$ cat src/rtl/vga_sync_monitor.sv
// Receive-side VGA timing monitor: recovers pixel coordinates from sampled
// hsync/vsync, measures line/frame periods and declares lock after good frames.
module vga_sync_monitor #(
  parameter int H_TOTAL      = 800,
  parameter int V_TOTAL      = 525,
  parameter int H_DISP       = 640,
  parameter int V_DISP       = 480,
  parameter int H_SYNC_START = 656,
  parameter int V_SYNC_START = 513,
  parameter int LOCK_FRAMES  = 2
) (
  input  logic        clk,
  input  logic        reset,
  input  logic        p_tick,
  input  logic        hsync,
  input  logic        vsync,
  output logic [9:0]  pixel_x,
  output logic [9:0]  pixel_y,
  output logic        video_on,
  output logic        frame_start,
  output logic [10:0] line_period,
  output logic [10:0] frame_lines,
  output logic        locked,
  output logic        sync_err
);

  localparam logic [10:0] H_TOTAL_C = 11'(H_TOTAL);
  localparam logic [10:0] V_TOTAL_C = 11'(V_TOTAL);
  localparam logic [10:0] TIMEOUT_C = 11'(2 * H_TOTAL);
  localparam logic [9:0]  H_LAST    = 10'(H_TOTAL - 1);
  localparam logic [9:0]  V_LAST    = 10'(V_TOTAL - 1);
  localparam logic [9:0]  HSS_C     = 10'(H_SYNC_START);
  localparam logic [9:0]  VSS_C     = 10'(V_SYNC_START);
  localparam logic [3:0]  LOCK_C    = 4'(LOCK_FRAMES);

  typedef enum logic [1:0] {SEARCH = 2'd0, VERIFY = 2'd1, LOCKED = 2'd2} state_t;

  function automatic logic [10:0] sat_inc(input logic [10:0] v);
    return (v == 11'h7FF) ? v : v + 11'd1;
  endfunction

  state_t      state_q, state_d;
  logic [3:0]  good_q, good_d;
  logic        hs_prev_q, hs_prev_d;
  logic        vs_prev_q, vs_prev_d;
  logic        first_h_q, first_h_d;
  logic [10:0] hp_cnt_q, hp_cnt_d;
  logic [10:0] vl_cnt_q, vl_cnt_d;
  logic [9:0]  pixel_x_q, pixel_x_d;
  logic [9:0]  pixel_y_q, pixel_y_d;
  logic [10:0] line_period_q, line_period_d;
  logic [10:0] frame_lines_q, frame_lines_d;
  logic        locked_q, locked_d;
  logic        frame_start_q, frame_start_d;
  logic        sync_err_q, sync_err_d;

  logic        hs_fall, vs_fall, timeout, line_err, frame_err, any_err;
  logic [10:0] hp_inc;
  logic [3:0]  good_inc;

  assign hs_fall   = p_tick & hs_prev_q & ~hsync;
  assign vs_fall   = p_tick & vs_prev_q & ~vsync;
  assign hp_inc    = sat_inc(hp_cnt_q);
  assign good_inc  = good_q + 4'd1;
  // A falling hsync restarts the line counter, so it can never time out itself.
  assign timeout   = p_tick & ~hs_fall & (hp_inc == TIMEOUT_C);
  assign line_err  = hs_fall & ~first_h_q & (hp_inc != H_TOTAL_C) & (state_q != SEARCH);
  assign frame_err = vs_fall & (vl_cnt_q != V_TOTAL_C) & (state_q != SEARCH);
  assign any_err   = line_err | frame_err;

  always_comb begin
    state_d       = state_q;
    good_d        = good_q;
    hs_prev_d     = hs_prev_q;
    vs_prev_d     = vs_prev_q;
    first_h_d     = first_h_q;
    hp_cnt_d      = hp_cnt_q;
    vl_cnt_d      = vl_cnt_q;
    pixel_x_d     = pixel_x_q;
    pixel_y_d     = pixel_y_q;
    line_period_d = line_period_q;
    frame_lines_d = frame_lines_q;
    locked_d      = locked_q;
    frame_start_d = 1'b0;
    sync_err_d    = 1'b0;

    if (p_tick) begin
      hs_prev_d = hsync;
      vs_prev_d = vsync;

      if (hs_fall) begin
        line_period_d = hp_inc;
        hp_cnt_d      = '0;
        first_h_d     = 1'b0;
        vl_cnt_d      = sat_inc(vl_cnt_q);
        pixel_x_d     = HSS_C;
      end else begin
        hp_cnt_d = hp_inc;
        if (pixel_x_q == H_LAST) begin
          pixel_x_d = '0;
          pixel_y_d = (pixel_y_q == V_LAST) ? '0 : pixel_y_q + 10'd1;
        end else begin
          pixel_x_d = pixel_x_q + 10'd1;
        end
      end

      // vsync edge overrides both the line-wrap y increment and the line count.
      if (vs_fall) begin
        pixel_y_d     = VSS_C;
        frame_lines_d = vl_cnt_q;
        vl_cnt_d      = hs_fall ? 11'd1 : 11'd0;
        frame_start_d = 1'b1;
      end

      if (timeout) begin
        sync_err_d = 1'b1;
        state_d    = SEARCH;
        locked_d   = 1'b0;
        good_d     = '0;
        first_h_d  = 1'b1;
      end else begin
        case (state_q)
          SEARCH: begin
            if (vs_fall) begin
              state_d = VERIFY;
              good_d  = '0;
            end
          end
          VERIFY: begin
            if (any_err) begin
              sync_err_d = 1'b1;
              good_d     = '0;
            end else if (vs_fall) begin
              good_d = good_inc;
              if (good_inc == LOCK_C) begin
                state_d  = LOCKED;
                locked_d = 1'b1;
              end
            end
          end
          LOCKED: begin
            if (any_err) begin
              sync_err_d = 1'b1;
              locked_d   = 1'b0;
              state_d    = VERIFY;
              good_d     = '0;
            end
          end
          default: begin
            state_d  = SEARCH;
            locked_d = 1'b0;
            good_d   = '0;
          end
        endcase
      end
    end
  end

  always_ff @(posedge clk or posedge reset) begin
    if (reset) begin
      state_q       <= SEARCH;
      good_q        <= '0;
      hs_prev_q     <= 1'b1;
      vs_prev_q     <= 1'b1;
      first_h_q     <= 1'b1;
      hp_cnt_q      <= '0;
      vl_cnt_q      <= '0;
      pixel_x_q     <= '0;
      pixel_y_q     <= '0;
      line_period_q <= '0;
      frame_lines_q <= '0;
      locked_q      <= 1'b0;
      frame_start_q <= 1'b0;
      sync_err_q    <= 1'b0;
    end else begin
      state_q       <= state_d;
      good_q        <= good_d;
      hs_prev_q     <= hs_prev_d;
      vs_prev_q     <= vs_prev_d;
      first_h_q     <= first_h_d;
      hp_cnt_q      <= hp_cnt_d;
      vl_cnt_q      <= vl_cnt_d;
      pixel_x_q     <= pixel_x_d;
      pixel_y_q     <= pixel_y_d;
      line_period_q <= line_period_d;
      frame_lines_q <= frame_lines_d;
      locked_q      <= locked_d;
      frame_start_q <= frame_start_d;
      sync_err_q    <= sync_err_d;
    end
  end

  assign pixel_x     = pixel_x_q;
  assign pixel_y     = pixel_y_q;
  assign line_period = line_period_q;
  assign frame_lines = frame_lines_q;
  assign locked      = locked_q;
  assign frame_start = frame_start_q;
  assign sync_err    = sync_err_q;
  assign video_on    = locked_q && (pixel_x_q < 10'(H_DISP)) && (pixel_y_q < 10'(V_DISP));

endmodule

$ cat config.mk
export PLATFORM = sky130hd
export DESIGN_NAME = vga_sync_monitor
export DESIGN_NICKNAME = d
export VERILOG_FILES = /design/src/rtl/vga_sync_monitor.sv
export SDC_FILE = /design/constraint.sdc
export NUM_CORES = 1
export LEC_CHECK = 0
export BUFFER_PORTS_ARGS = -buffer_cell sky130_fd_sc_hd__clkbuf_2
export CAP_MARGIN = 20
export CORE_MARGIN = 2
export CORE_UTILIZATION = 63
export CTS_CLUSTER_SIZE = 40
export DETAILED_ROUTE_END_ITERATION = 6
export HOLD_SLACK_MARGIN = 0.15
export PLACE_DENSITY = 0.82
export RECOVER_POWER = 25
export SYNTH_ARGS = -nofsm -noshare
export SYNTH_HDL_FRONTEND = slang
export SYNTH_SLANG_ARGS = --single-unit
$ cat constraint.sdc
create_clock -name clk -period 8.5 [get_ports clk]
set_clock_uncertainty 0.15 [all_clocks]
set_input_delay 1.275 -clock clk [delete_from_list [all_inputs] [get_ports clk]]
set_output_delay 1.275 -clock clk [all_outputs]
set_load 0.02 [all_outputs]
# Word-level counts from Yosys, hierarchy flattened
# Cells that the tools add are included.
[word_totals]
register_bits = 76
inputBits = 5
word_cells = 111
[op_classes]
add_sub_neg = 5
magnitude_cmp = 2
eq_ne = 19
n_mux = 39
bitwise_logic = 16
reduce_logical = 16
[ops]
columns = ["op", "count"]
rows = [
  ["10-bit two-way mux", 6],
  ["11-bit two-way mux", 5],
  ["11-bit == test (second input constant)", 3],
  ["11-bit by 1-bit adder with 11-bit output (second input constant)", 2],
  ["11-bit by 10-bit != test with 1-bit output (second input constant)", 2],
  ["10-bit by 1-bit adder with 10-bit output (second input constant)", 2],
  ["10-bit == test (second input constant)", 2],
  ["4-bit two-way mux", 5],
  ["3-bit != test (second input constant)", 5],
  ["1-bit two-way mux", 14],
  ["2-bit two-way mux", 6],
  ["4-bit case mux with 3 select lines", 1],
  ["6-bit AND reduction", 2],
  ["1-bit AND", 11],
  ["10-bit < comparator (second input constant)", 1],
  ["10-bit by 9-bit < comparator with 1-bit output (second input constant)", 1],
  ["2-bit nonzero test", 4],
  ["2-bit case mux with 3 select lines", 1],
  ["2-bit AND reduction", 3],
  ["3-bit AND reduction", 2],
  ["4-bit by 1-bit adder with 4-bit output (second input constant)", 1],
  ["4-bit by 2-bit == test with 1-bit output (second input constant)", 1],
  ["2-bit != test (second input constant)", 2],
  ["4-bit != test (second input constant)", 1],
  ["other kinds (10)", 14],
]

# Depth between registers and ports, before layout
# Gate-level depths: netlist (run 1).
[depth]
word_depth = 10
depth_mapped = 10

# Worst setup path after synthesis (run 1)
# No wires, ideal clock.
[synth_path]
path_kind = "input to register"
startpoint = "in hsync"
endpoint = "reg good_q[1]"
t_arrival_ns = 3.064
required_ns = 8.223
slack_ns = 5.159
cell_stages = 8
n_path_buf = 1
cell_sequence = "nand2b_1 and2_1 clkbuf_1 o2111ai_1 nor4_1 o21a_1 o21a_1 mux2_1"
[synth_via]
elab_chain_len = 9
[synth_lines]
columns = ["item", "line", "rtl"]
rows = [
  ["start, declared", "15", "input logic hsync,"],
  ["1-bit inverter (*)", "61", "assign hs_fall = p_tick & hs_prev_q & ~hsync;"],
  ["1-bit AND (*)", "61", ""],
  ["1-bit AND (3 in series)", "67", "assign line_err = hs_fall & ~first_h_q & (hp_inc != H_TOTAL_C) & (state_q != SEARCH);"],
  ["1-bit bitwise OR", "69", "assign any_err = line_err | frame_err;"],
  ["4-bit two-way mux", "130", "if (any_err) begin"],
  ["4-bit case mux with 3 select lines", "122", "case (state_q)"],
  ["4-bit two-way mux", "115", "if (timeout) begin"],
  ["end signal, assigned", "177", "good_q <= good_d;"],
  ["end, declared", "43", "logic [3:0] good_q, good_d;"],
]
# Mark *: on every way between the ends. The rest lies on a longest branch, timed or not.
# A chain may end at the register's enable or synchronous reset.

# Final worst setup path (run 1)
[layout_path]
startpoint = "in p_tick"
endpoint = "reg locked_q, in the netlist locked"
[layout_via]
elab_chain_len = 8
[layout_lines]
columns = ["item", "line", "rtl"]
rows = [
  ["start, declared", "14", "input logic p_tick,"],
  ["1-bit AND (2 in series)", "61", ""],
  ["1-bit AND (3 in series)", "67", ""],
  ["1-bit bitwise OR", "69", ""],
  ["3-bit != test (no line)", "--", ""],
  ["6-bit AND reduction (no line)", "--", ""],
  ["end signal, assigned", "187", "locked_q <= locked_d;"],
  ["end, declared", "53", "logic locked_q, locked_d;"],
]
# Parallel ways exist; a longest one is shown, timed or not.

==> report_table.html, run 1 <==
<table>
<tr><th>Metric</th><th>Value</th></tr>
<tr><th colspan="2">Clock tree</th></tr>
<tr><td>Count of hold-fix buffers inserted at cts</td><td>0</td></tr>
<tr><td>Cell at the root of the clock tree</td><td>sky130_fd_sc_hd__clkbuf_8</td></tr>
<tr><td>Clk_lat worst skew</td><td>0.35 ns</td></tr>
<tr><td>Clock tree from TritonCTS</td><td>yes</td></tr>
<tr><td>Number of H-tree levels</td><td>3</td></tr>
<tr><td>Post-CTS Resized</td><td>0</td></tr>
<tr><td>Clk slew on worst S/H paths</td><td>0.08 ns</td></tr>
<tr><td>Total setup buffers inserted after CTS</td><td>0</td></tr>
<tr><td>Number of buffers created by CTS</td><td>9</td></tr>
<tr><td>Clock Sinks</td><td>76</td></tr>
<tr><td>Maximum root-to-sink buffer count</td><td>2</td></tr>
<tr><th colspan="2">Route</th></tr>
<tr><td>Mean number of vias per cell</td><td>6.27</td></tr>
<tr><td>First-pass iteration count of the detailed router</td><td>5</td></tr>
<tr><td>Count of vias placed by the detailed router</td><td>3783</td></tr>
<tr><td>Routed wire length per instance</td><td>16.0 µm</td></tr>
<tr><td>Count of routing violations after the opening detailed-route iteration</td><td>395</td></tr>
<tr><td>DRC violation count after routing</td><td>0</td></tr>
<tr><td>Total detailed-routing wirelength</td><td>9660 µm</td></tr>
<tr><td>Antenna violation net count after detailed routing</td><td>0</td></tr>
<tr><th colspan="2">Setup path</th></tr>
<tr><td>CP Class</td><td>input port to flop</td></tr>
<tr><td>Beginning of the worst register-to-register path</td><td>vs_prev_q</td></tr>
<tr><td>Reg-to-reg slack, setup</td><td>4.89 ns</td></tr>
<tr><td>Timing endpoint of the critical path</td><td>locked</td></tr>
<tr><td>Arrival time reported for the critical path endpoint</td><td>5.59 ns</td></tr>
<tr><td>Required arrival time at the worst endpoint</td><td>8.61 ns</td></tr>
<tr><td>Top fanout value on the critical path</td><td>39</td></tr>
<tr><td>Reg2reg end</td><td>locked</td></tr>
<tr><td>Worst Setup Start Kind</td><td>input port</td></tr>
<tr><td>Cells on worst reg2reg path</td><td>8</td></tr>
<tr><td>Worst Setup SP</td><td>p_tick</td></tr>
<tr><td>Endpoint kind of the worst setup timing path</td><td>flop</td></tr>
<tr><th colspan="2">Timing</th></tr>
<tr><td>Hold Vio Cnt, Final</td><td>0</td></tr>
<tr><td>Total negative setup slack</td><td>0 ns</td></tr>
<tr><td>Tightest hold margin</td><td>0.332 ns</td></tr>
<tr><td>Setup-violating endpoint count in the final report</td><td>0</td></tr>
<tr><td>Worst Max-Slew Pin Slew</td><td>3.97 ns</td></tr>
<tr><td>Final worst path period share</td><td>0.645</td></tr>
<tr><td>Total count of max-transition violations in the final report</td><td>117</td></tr>
<tr><td>Shortest period the worst path allows</td><td>5.48 ns</td></tr>
<tr><td>RSZ-0062 raised after global routing</td><td>false</td></tr>
<tr><td>Max transition margin</td><td>-1.65</td></tr>
<tr><td>Fmax</td><td>0.183 GHz</td></tr>
<tr><th colspan="2">GRT</th></tr>
<tr><td>Pin count of the biggest net entering global routing</td><td>77</td></tr>
<tr><td>Remaining global-route overflow</td><td>0</td></tr>
<tr><td>Wire length of the first global-routing pass</td><td>16200 µm</td></tr>
<tr><td>Initial antenna violation count</td><td>0</td></tr>
<tr><td>Global-route usage over all layers</td><td>0.272</td></tr>
<tr><td>Number of global-route vias before repair</td><td>3390</td></tr>
<tr><th colspan="2">Synthesis</th></tr>
<tr><td>Dominant synthesized flop cell</td><td>sky130_fd_sc_hd__dfrtp_1</td></tr>
<tr><td>Fraction of synthesized cell area taken by the top area cell type</td><td>0.426</td></tr>
<tr><td>Largest cells by area after synthesis</td><td>sky130_fd_sc_hd__dfrtp_1 (43%), sky130_fd_sc_hd__nand2_1 (6.6%), sky130_fd_sc_hd__o21ai_0 (5.3%)</td></tr>
<tr><td>Yosys top cell by area</td><td>sky130_fd_sc_hd__dfrtp_1</td></tr>
<tr><td>Synthesized area per cell</td><td>8.95 µm²</td></tr>
<tr><td>Post-synthesis instance area</td><td>4290 µm²</td></tr>
<tr><td>Post-synthesis net count</td><td>496</td></tr>
<tr><td>Count of distinct cell types in the synthesized netlist</td><td>67</td></tr>
<tr><td>Sequential fraction of the synthesis area</td><td>0.444</td></tr>
<tr><td>Total of flip-flops plus latches after synthesis</td><td>76</td></tr>
<tr><td>Number of flops mapped to enable cells by yosys</td><td>0</td></tr>
<tr><td>Syn. warnings</td><td>0</td></tr>
<tr><td>Post-synthesis async set-or-reset flop share</td><td>1.00</td></tr>
<tr><td>Number of standard cells after synthesis</td><td>479</td></tr>
<tr><th colspan="2">Power and ir drop</th></tr>
<tr><td>Switching component of the power</td><td>0.000359 W</td></tr>
<tr><td>Cell leakage power</td><td>2.10 nW</td></tr>
<tr><td>Fraction of power consumed by sequential logic</td><td>0.446</td></tr>
<tr><td>Worst VDD drop</td><td>140 µV</td></tr>
<tr><td>Share of total power in the clock network</td><td>0.299</td></tr>
<tr><td>Switching power share of the total</td><td>0.347</td></tr>
<tr><td>Comb pwr share</td><td>0.254</td></tr>
<tr><td>PD cells</td><td>218 nW/µm²</td></tr>
<tr><td>Internal cell power</td><td>0.000675 W</td></tr>
<tr><th colspan="2">Worst hold path</th></tr>
<tr><td>Worst Min Path Start</td><td>frame_lines[3]</td></tr>
<tr><td>Cell count of the worst hold path</td><td>2</td></tr>
<tr><td>Type of the most critical hold path</td><td>flop to flop</td></tr>
<tr><th colspan="2">Floorplan</th></tr>
<tr><td>Standard-cell rows</td><td>30</td></tr>
<tr><td>Initial core utilization</td><td>0.642</td></tr>
<tr><td>Die area</td><td>7480 µm²</td></tr>
<tr><td>Die X</td><td>86.5 µm</td></tr>
<tr><td>Die span in y</td><td>86.5 µm</td></tr>
<tr><td>Number of primary I/O pins</td><td>51</td></tr>
<tr><td>Core Region</td><td>6680 µm²</td></tr>
<tr><th colspan="2">Final layout</th></tr>
<tr><td>Layout overhead on the synthesized area</td><td>10.8%</td></tr>
<tr><td>Commonest cells after routing, fill and taps aside</td><td>sky130_fd_sc_hd__nand2_1 (75), sky130_fd_sc_hd__dfrtp_1 (73), sky130_fd_sc_hd__clkbuf_2 (49)</td></tr>
<tr><td>Total number of nets in the final design</td><td>535</td></tr>
<tr><td># diodes</td><td>0</td></tr>
<tr><td>Area occupied by multi-input gates</td><td>2180 µm²</td></tr>
<tr><td>Most common cell after layout, fill and taps aside</td><td>sky130_fd_sc_hd__nand2_1</td></tr>
<tr><td>Fraction of layout instances using a drive strength above 1</td><td>0.161</td></tr>
<tr><td>Sequential Area</td><td>1910 µm²</td></tr>
<tr><td>FILL cells</td><td>538</td></tr>
<tr><th colspan="2">Placed design</th></tr>
<tr><td>Dpl hpwl</td><td>6640 µm</td></tr>
<tr><td>PortBufs</td><td>50</td></tr>
<tr><td>Routability congestion estimate</td><td>0.918</td></tr>
<tr><th colspan="2">Run status</th></tr>
<tr><td>Result of the run</td><td>complete, but fails checks</td></tr>
<tr><td>Violated checks</td><td>capacitance limit, slew limit</td></tr>
<tr><th colspan="2">Flow run</th></tr>
<tr><td>Max-capacitance violation count</td><td>2</td></tr>
</table>
cells by family (layout without fill, tap and decap cells):
group | count (synthesis) | in the layout | synth area share
and+or+nand+nor | 206 | 206 | 0.244
muxes | 6 | 6 | 0.0149
xor gates and xnor gates | 12 | 12 | 0.0245
DFF | 76 | 76 | 0.444
buffers and inverters | 47 | 91 | 0.0479
adders and majority gates | 12 | 12 | 0.0350
AOI/OAI and AO/OA | 120 | 120 | 0.189
stage by stage:
stage	cell area, µm²	worst slack, ns	util	power (W)	instances
floorplan	4290	5.14	-	0.000657	479
global placement	4530	3.59	0.679	0.000714	587
detailed placement	4530	3.52	0.679	0.000727	587
CTS	4760	3.89	0.712	0.00104	603
global route	4750	2.61	0.711	0.00109	603
finish	4750	3.02	0.711	0.00103	603
critical path: stages:
cell	delay, ns
sky130_fd_sc_hd__clkbuf_1	1.12
sky130_fd_sc_hd__nand3b_1	1.00
sky130_fd_sc_hd__inv_1	0.92
sky130_fd_sc_hd__o311ai_4	0.26
sky130_fd_sc_hd__nand3_1	0.14
sky130_fd_sc_hd__or4_4	0.13
sky130_fd_sc_hd__a32oi_4	0.13
sky130_fd_sc_hd__or4_1	0.49
sky130_fd_sc_hd__o211ai_1	0.11
power by group through the flow:
stage               clock network [W]  logic [W]  registers (W)
floorplan                           0   0.000181       0.000476
global placement                    0   0.000251       0.000463
detailed placement                  0   0.000261       0.000467
CTS                          0.000314   0.000262       0.000460
global route                 0.000326   0.000294       0.000470
finish                       0.000310   0.000263       0.000462
sequential cells by signal, indices dropped and copies added, names as in the netlist:
register     cells
state_q          2
line_period     11
frame_lines     11
hp_cnt_q        11
pixel_x         10
sync_err         1
first_h_q        1
pixel_y         10
vl_cnt_q        11
hs_prev_q        1
locked           1
frame_start      1
good_q           4
vs_prev_q        1
Yosys cell counts (2+ instances only):
library cell / count
sky130_fd_sc_hd__nand4b_1: 2
sky130_fd_sc_hd__dfstp_2: 3
sky130_fd_sc_hd__a22o_1: 3
sky130_fd_sc_hd__a21oi_1: 21
sky130_fd_sc_hd__nand2_1: 75
sky130_fd_sc_hd__xor2_1: 2
sky130_fd_sc_hd__ha_1: 12
sky130_fd_sc_hd__and4_1: 2
sky130_fd_sc_hd__o211ai_1: 6
sky130_fd_sc_hd__nand3_1: 21
sky130_fd_sc_hd__nand4_1: 15
sky130_fd_sc_hd__clkbuf_1: 12
sky130_fd_sc_hd__buf_6: 3
sky130_fd_sc_hd__buf_1: 4
sky130_fd_sc_hd__or2_2: 2
sky130_fd_sc_hd__xnor2_1: 10
sky130_fd_sc_hd__nand3b_1: 2
sky130_fd_sc_hd__o21ai_0: 45
sky130_fd_sc_hd__a41oi_1: 2
sky130_fd_sc_hd__nor4_1: 5
sky130_fd_sc_hd__inv_1: 23
sky130_fd_sc_hd__nor2_1: 26
sky130_fd_sc_hd__and4b_1: 2
sky130_fd_sc_hd__dfrtp_1: 73
sky130_fd_sc_hd__or3_1: 8
sky130_fd_sc_hd__o22ai_1: 3
sky130_fd_sc_hd__nand2b_1: 6
sky130_fd_sc_hd__o31ai_1: 7
sky130_fd_sc_hd__o2111a_1: 2
sky130_fd_sc_hd__nand4bb_1: 2
sky130_fd_sc_hd__nor3_1: 13
sky130_fd_sc_hd__or4_4: 2
sky130_fd_sc_hd__o21a_1: 2
sky130_fd_sc_hd__a31oi_1: 2
sky130_fd_sc_hd__buf_2: 5
sky130_fd_sc_hd__and2_1: 3
sky130_fd_sc_hd__o21ai_1: 9
sky130_fd_sc_hd__mux2i_1: 3
sky130_fd_sc_hd__mux2_2: 2
sky130_fd_sc_hd__and3_1: 12
worst min-delay path by stage:
stage / end
2_1_floorplan: first_h_q
3_3_place_gp: first_h_q
3_5_place_dp: first_h_q
4_1_cts: frame_lines[0]
5_1_grt: frame_lines[3]
6_report: frame_lines[3]
layout make-up:
class	count	area share
Clock buffer	9	0.0261
Clock inverter	7	0.0205
Inverter	23	0.0182
Multi-Input combinational cell	356	0.458
Sequential cell	76	0.401
Tap cell	80	0.0211
Timing Repair Buffer	52	0.0548
metal layers:
| layer | global-route usage | routed length (µm) | vias to the layer above |
|---|---|---|---|
| met3 | 0.0524 | 475 | 20 |
| li1 | - | - | 1806 |
| met4 | 0.0952 | 189 | 0 |
| met2 | 0.407 | 4500 | 127 |
| met1 | 0.398 | 4500 | 1830 |
| met5 | 0 | 0 | - |
No activity file was read; power rests on OpenSTA's default activity.
==> run 2: changes to the inputs <==
--- a/config.mk
+++ b/config.mk
@@ -8,11 +8,11 @@
 export BUFFER_PORTS_ARGS = -buffer_cell sky130_fd_sc_hd__clkbuf_2
 export CAP_MARGIN = 20
 export CORE_MARGIN = 2
-export CORE_UTILIZATION = 63
+export CORE_UTILIZATION = 59
 export CTS_CLUSTER_SIZE = 40
 export DETAILED_ROUTE_END_ITERATION = 6
 export HOLD_SLACK_MARGIN = 0.15
-export PLACE_DENSITY = 0.82
+export PLACE_DENSITY = 0.78
 export RECOVER_POWER = 25
 export SYNTH_ARGS = -nofsm -noshare
 export SYNTH_HDL_FRONTEND = slang
==> constraint.sdc (replaced) <==
create_clock -name clk -period 5.29 [get_ports clk]
set_clock_uncertainty 0.15 [all_clocks]
set_input_delay 0.7935 -clock clk [delete_from_list [all_inputs] [get_ports clk]]
set_output_delay 0.7935 -clock clk [all_outputs]
set_load 0.02 [all_outputs]
==> run 2 against run 1 <==
- the flow still finishes with violations (capacitance limit, slew limit)
- core utilization fell by 4.8 points
- sequential power grew 60%
- combinational power up 57%
- critical endpoint unchanged
- highest routed layer unchanged
==> report_table.html, run 2 (synthesized netlist as in run 1, its figures left out) <==
<table>
<tr><th>Metric</th><th>Value</th></tr>
<tr><th colspan="2">Floorplan</th></tr>
<tr><td>Die area</td><td>7970 µm² (+6.5%)</td></tr>
<tr><td>Number of primary I/O pins</td><td>51 (unchanged)</td></tr>
<tr><td>Initial core utilization</td><td>0.601 (-0.0410)</td></tr>
<tr><td>Die span in y</td><td>89.3 µm (+3.2%)</td></tr>
<tr><td>Core Region</td><td>7140 µm² (+6.8%)</td></tr>
<tr><td>Die X</td><td>89.3 µm (+3.2%)</td></tr>
<tr><td>Standard-cell rows</td><td>31 (+3.3%)</td></tr>
<tr><th colspan="2">Setup path</th></tr>
<tr><td>Cells along the critical path</td><td>clkbuf_1, nand3b_1, buf_4, inv_1, o311ai_4, nand3_1, or4_4, a32oi_4, or4_1, o211ai_1</td></tr>
<tr><td>Beginning of the worst register-to-register path</td><td>hp_cnt_q[0]</td></tr>
<tr><td>Arrival time reported for the critical path endpoint</td><td>4.16 ns (-1.43 ns)</td></tr>
<tr><td>Buffer and inverter count on the worst path</td><td>3 (+1)</td></tr>
<tr><td>Reg-to-reg slack, setup</td><td>1.81 ns (-3.08 ns)</td></tr>
<tr><td>Endpoint kind of the worst setup timing path</td><td>flop</td></tr>
<tr><td>Worst path top cell family by delay</td><td>buffers and inverters</td></tr>
<tr><td>CP Class</td><td>input port to flop</td></tr>
<tr><td>Slowest stage cell, crit path</td><td>sky130_fd_sc_hd__clkbuf_1</td></tr>
<tr><td>Cells on worst reg2reg path</td><td>8 (unchanged)</td></tr>
<tr><td>Reg2reg end</td><td>good_q[1]</td></tr>
<tr><td>Longest individual stage delay on the worst path</td><td>1.11 ns (about the same)</td></tr>
<tr><td>Required arrival time at the worst endpoint</td><td>5.40 ns (-3.21 ns)</td></tr>
<tr><td>Worst Setup Start Kind</td><td>input port</td></tr>
<tr><td>Top fanout value on the critical path</td><td>39 (unchanged)</td></tr>
<tr><th colspan="2">Power and ir drop</th></tr>
<tr><td>Internal cell power</td><td>0.000999 W (+48%)</td></tr>
<tr><td>Switching power share of the total</td><td>0.357 (+0.0105)</td></tr>
<tr><td>Worst VDD drop</td><td>159 µV (+14%)</td></tr>
<tr><td>Switching component of the power</td><td>0.000555 W (+55%)</td></tr>
<tr><td>PD cells</td><td>329 nW/µm² (+51%)</td></tr>
<tr><td>Fraction of power consumed by sequential logic</td><td>0.477 (+0.031)</td></tr>
<tr><td>Comb pwr share</td><td>0.266 (+0.012)</td></tr>
<tr><td>Share of total power in the clock network</td><td>0.257 (-0.042)</td></tr>
<tr><td>Cell leakage power</td><td>2.07 nW (-1.4%)</td></tr>
<tr><th colspan="2">Clock tree</th></tr>
<tr><td>Number of buffers created by CTS</td><td>9 (unchanged)</td></tr>
<tr><td>Clock Sinks</td><td>76 (unchanged)</td></tr>
<tr><td>Maximum root-to-sink buffer count</td><td>2 (unchanged)</td></tr>
<tr><td>Post-CTS Resized</td><td>0 (unchanged)</td></tr>
<tr><td>Clock tree from TritonCTS</td><td>yes</td></tr>
<tr><td>Count of hold-fix buffers inserted at cts</td><td>0 (unchanged)</td></tr>
<tr><td>Clk_lat worst skew</td><td>0.35 ns (about the same)</td></tr>
<tr><td>Total setup buffers inserted after CTS</td><td>0 (unchanged)</td></tr>
<tr><td>Cell at the root of the clock tree</td><td>sky130_fd_sc_hd__clkbuf_8</td></tr>
<tr><td>Clk slew on worst S/H paths</td><td>0.07 ns (about the same)</td></tr>
<tr><td>Number of H-tree levels</td><td>3 (unchanged)</td></tr>
<tr><th colspan="2">Worst hold path</th></tr>
<tr><td>Cell count of the worst hold path</td><td>2 (unchanged)</td></tr>
<tr><td>Worst Min Path Start</td><td>first_h_q</td></tr>
<tr><td>Hold Path Sink</td><td>first_h_q</td></tr>
<tr><td>Type of the most critical hold path</td><td>flop to flop</td></tr>
<tr><th colspan="2">Placed design</th></tr>
<tr><td>PortBufs</td><td>50 (unchanged)</td></tr>
<tr><td>Dpl hpwl</td><td>6590 µm (-0.68%)</td></tr>
<tr><td>Routability congestion estimate</td><td>0.949 (+3.4%)</td></tr>
<tr><td>Worst slack, placed</td><td>1.46 ns (-2.07 ns)</td></tr>
<tr><td>Area after DPL</td><td>4570 µm² (+0.69%)</td></tr>
<tr><th colspan="2">Route</th></tr>
<tr><td>Routed length on met3</td><td>448 µm (-5.7%)</td></tr>
<tr><td>Count of routing violations after the opening detailed-route iteration</td><td>396 (+0.25%)</td></tr>
<tr><td>Antenna violation net count after detailed routing</td><td>0 (unchanged)</td></tr>
<tr><td>First-pass iteration count of the detailed router</td><td>6 (+1)</td></tr>
<tr><td>Met1 layer wirelength in the final routing</td><td>4690 µm (+4.3%)</td></tr>
<tr><td>Routed wire length per instance</td><td>15.3 µm (-4.4%)</td></tr>
<tr><td>Max Used Layer</td><td>met4</td></tr>
<tr><td>Mean number of vias per cell</td><td>5.99 (-4.6%)</td></tr>
<tr><td>DRC violation count after routing</td><td>0 (unchanged)</td></tr>
<tr><td>Count of vias placed by the detailed router</td><td>3730 (-1.4%)</td></tr>
<tr><td>Met2 WL post-DR</td><td>4270 µm (-5.3%)</td></tr>
<tr><td>Total detailed-routing wirelength</td><td>9550 µm (-1.2%)</td></tr>
<tr><th colspan="2">Timing</th></tr>
<tr><td>Hold Vio Cnt, Final</td><td>0 (unchanged)</td></tr>
<tr><td>RSZ-0062 raised after global routing</td><td>false</td></tr>
<tr><td>Fmax</td><td>0.246 GHz</td></tr>
<tr><td>Setup-violating endpoint count in the final report</td><td>0 (unchanged)</td></tr>
<tr><td>Worst Max-Slew Pin Slew</td><td>1.57 ns (-2.40 ns)</td></tr>
<tr><td>Worst-case setup margin in the final layout</td><td>1.23 ns (-1.79 ns)</td></tr>
<tr><td>Max transition margin</td><td>-0.0481 (+1.60)</td></tr>
<tr><td>Final worst path period share</td><td>0.767</td></tr>
<tr><td>Shortest period the worst path allows</td><td>4.06 ns</td></tr>
<tr><td>Total count of max-transition violations in the final report</td><td>83 (-29%)</td></tr>
<tr><td>Total negative setup slack</td><td>0 ns (unchanged)</td></tr>
<tr><td>Tightest hold margin</td><td>0.313 ns (-0.0186 ns)</td></tr>
<tr><th colspan="2">Final layout</th></tr>
<tr><td>Fraction of layout instances using a drive strength above 1</td><td>0.153 (-0.00794)</td></tr>
<tr><td>Commonest cells after routing, fill and taps aside</td><td>sky130_fd_sc_hd__nand2_1 (75), sky130_fd_sc_hd__dfrtp_1 (73), sky130_fd_sc_hd__o21ai_0 (45), sky130_fd_sc_hd__clkbuf_2 (45), sky130_fd_sc_hd__nor2_1 (26)</td></tr>
<tr><td>Most common cell after layout, fill and taps aside</td><td>sky130_fd_sc_hd__nand2_1</td></tr>
<tr><td>Total number of nets in the final design</td><td>536 (+0.19%)</td></tr>
<tr><td>Total non-filler cell area in the finished layout</td><td>4730 µm² (-0.45%)</td></tr>
<tr><td># diodes</td><td>0 (unchanged)</td></tr>
<tr><td>Layout overhead on the synthesized area</td><td>10.3%</td></tr>
<tr><th colspan="2">GRT</th></tr>
<tr><td>Global-route usage over all layers</td><td>0.255 (-0.0169)</td></tr>
<tr><td>Wire length of the first global-routing pass</td><td>16000 µm (-1.5%)</td></tr>
<tr><td>Pin count of the biggest net entering global routing</td><td>43 (-44%)</td></tr>
<tr><td>Number of global-route vias before repair</td><td>3378 (-0.35%)</td></tr>
<tr><td>Remaining global-route overflow</td><td>0 (unchanged)</td></tr>
<tr><td>Initial antenna violation count</td><td>0 (unchanged)</td></tr>
<tr><th colspan="2">Run status</th></tr>
<tr><td>Violated checks</td><td>capacitance limit, slew limit</td></tr>
<tr><td>Result of the run</td><td>complete, but fails checks</td></tr>
<tr><th colspan="2">Flow run</th></tr>
<tr><td>Max-capacitance violation count</td><td>2 (unchanged)</td></tr>
</table>
-- run 2: metal layers --
metal	up-vias	track usage
li1	1815	-
met1	1787	0.386
met2	114	0.378
met3	14	0.0342
met4	0	0.0882
met5	-	0
-- run 2: how the worst max path moves through the flow --
stage,endpoint,slack [ns],depth (start not counted),from
floorplan,state_q[1],2.33,10,hp_cnt_q[1]
global placement,state_q[1],1.57,10,p_tick
detailed placement,locked,1.46,10,p_tick
CTS,locked,1.83,10,p_tick
global route,locked,0.96,10,p_tick
finish,locked,1.23,10,p_tick
-- run 2: power by group through the flow --
stage / Clock (W) / Combinational, W / Sequential (W)
after floorplan: 0 / 0.000291 / 0.000765
after global placement: 0 / 0.000404 / 0.000745
after detailed placement: 0 / 0.000412 / 0.000749
after CTS: 0.000403 / 0.000414 / 0.000739
after global routing: 0.000427 / 0.000460 / 0.000755
final: 0.000399 / 0.000414 / 0.000741
-- run 2: tightest hold or removal path, cell delays in order, from the launching register on --
cell                      delay, ns
sky130_fd_sc_hd__dfstp_2       0.37
sky130_fd_sc_hd__nand2_1       0.05
sky130_fd_sc_hd__nand2_1       0.05
-- run 2: layout make-up --
class	instances	area, µm²
clock buffers	12	145
well taps	99	124
clock inverters	4	25.0
repair buffers	53	267
flip-flops and latches	76	1910
fillers	620	2410
multi-input cells	356	2180
inverters	23	86.3
-- run 2: per-stage QoR --
stage | total power, W | std cells | util
after floorplan | 0.00106 | 479 | -
after global placement | 0.00115 | 607 | 0.640
after detailed placement | 0.00116 | 607 | 0.640
after CTS | 0.00156 | 623 | 0.664
after global routing | 0.00164 | 623 | 0.663
final | 0.00155 | 623 | 0.663
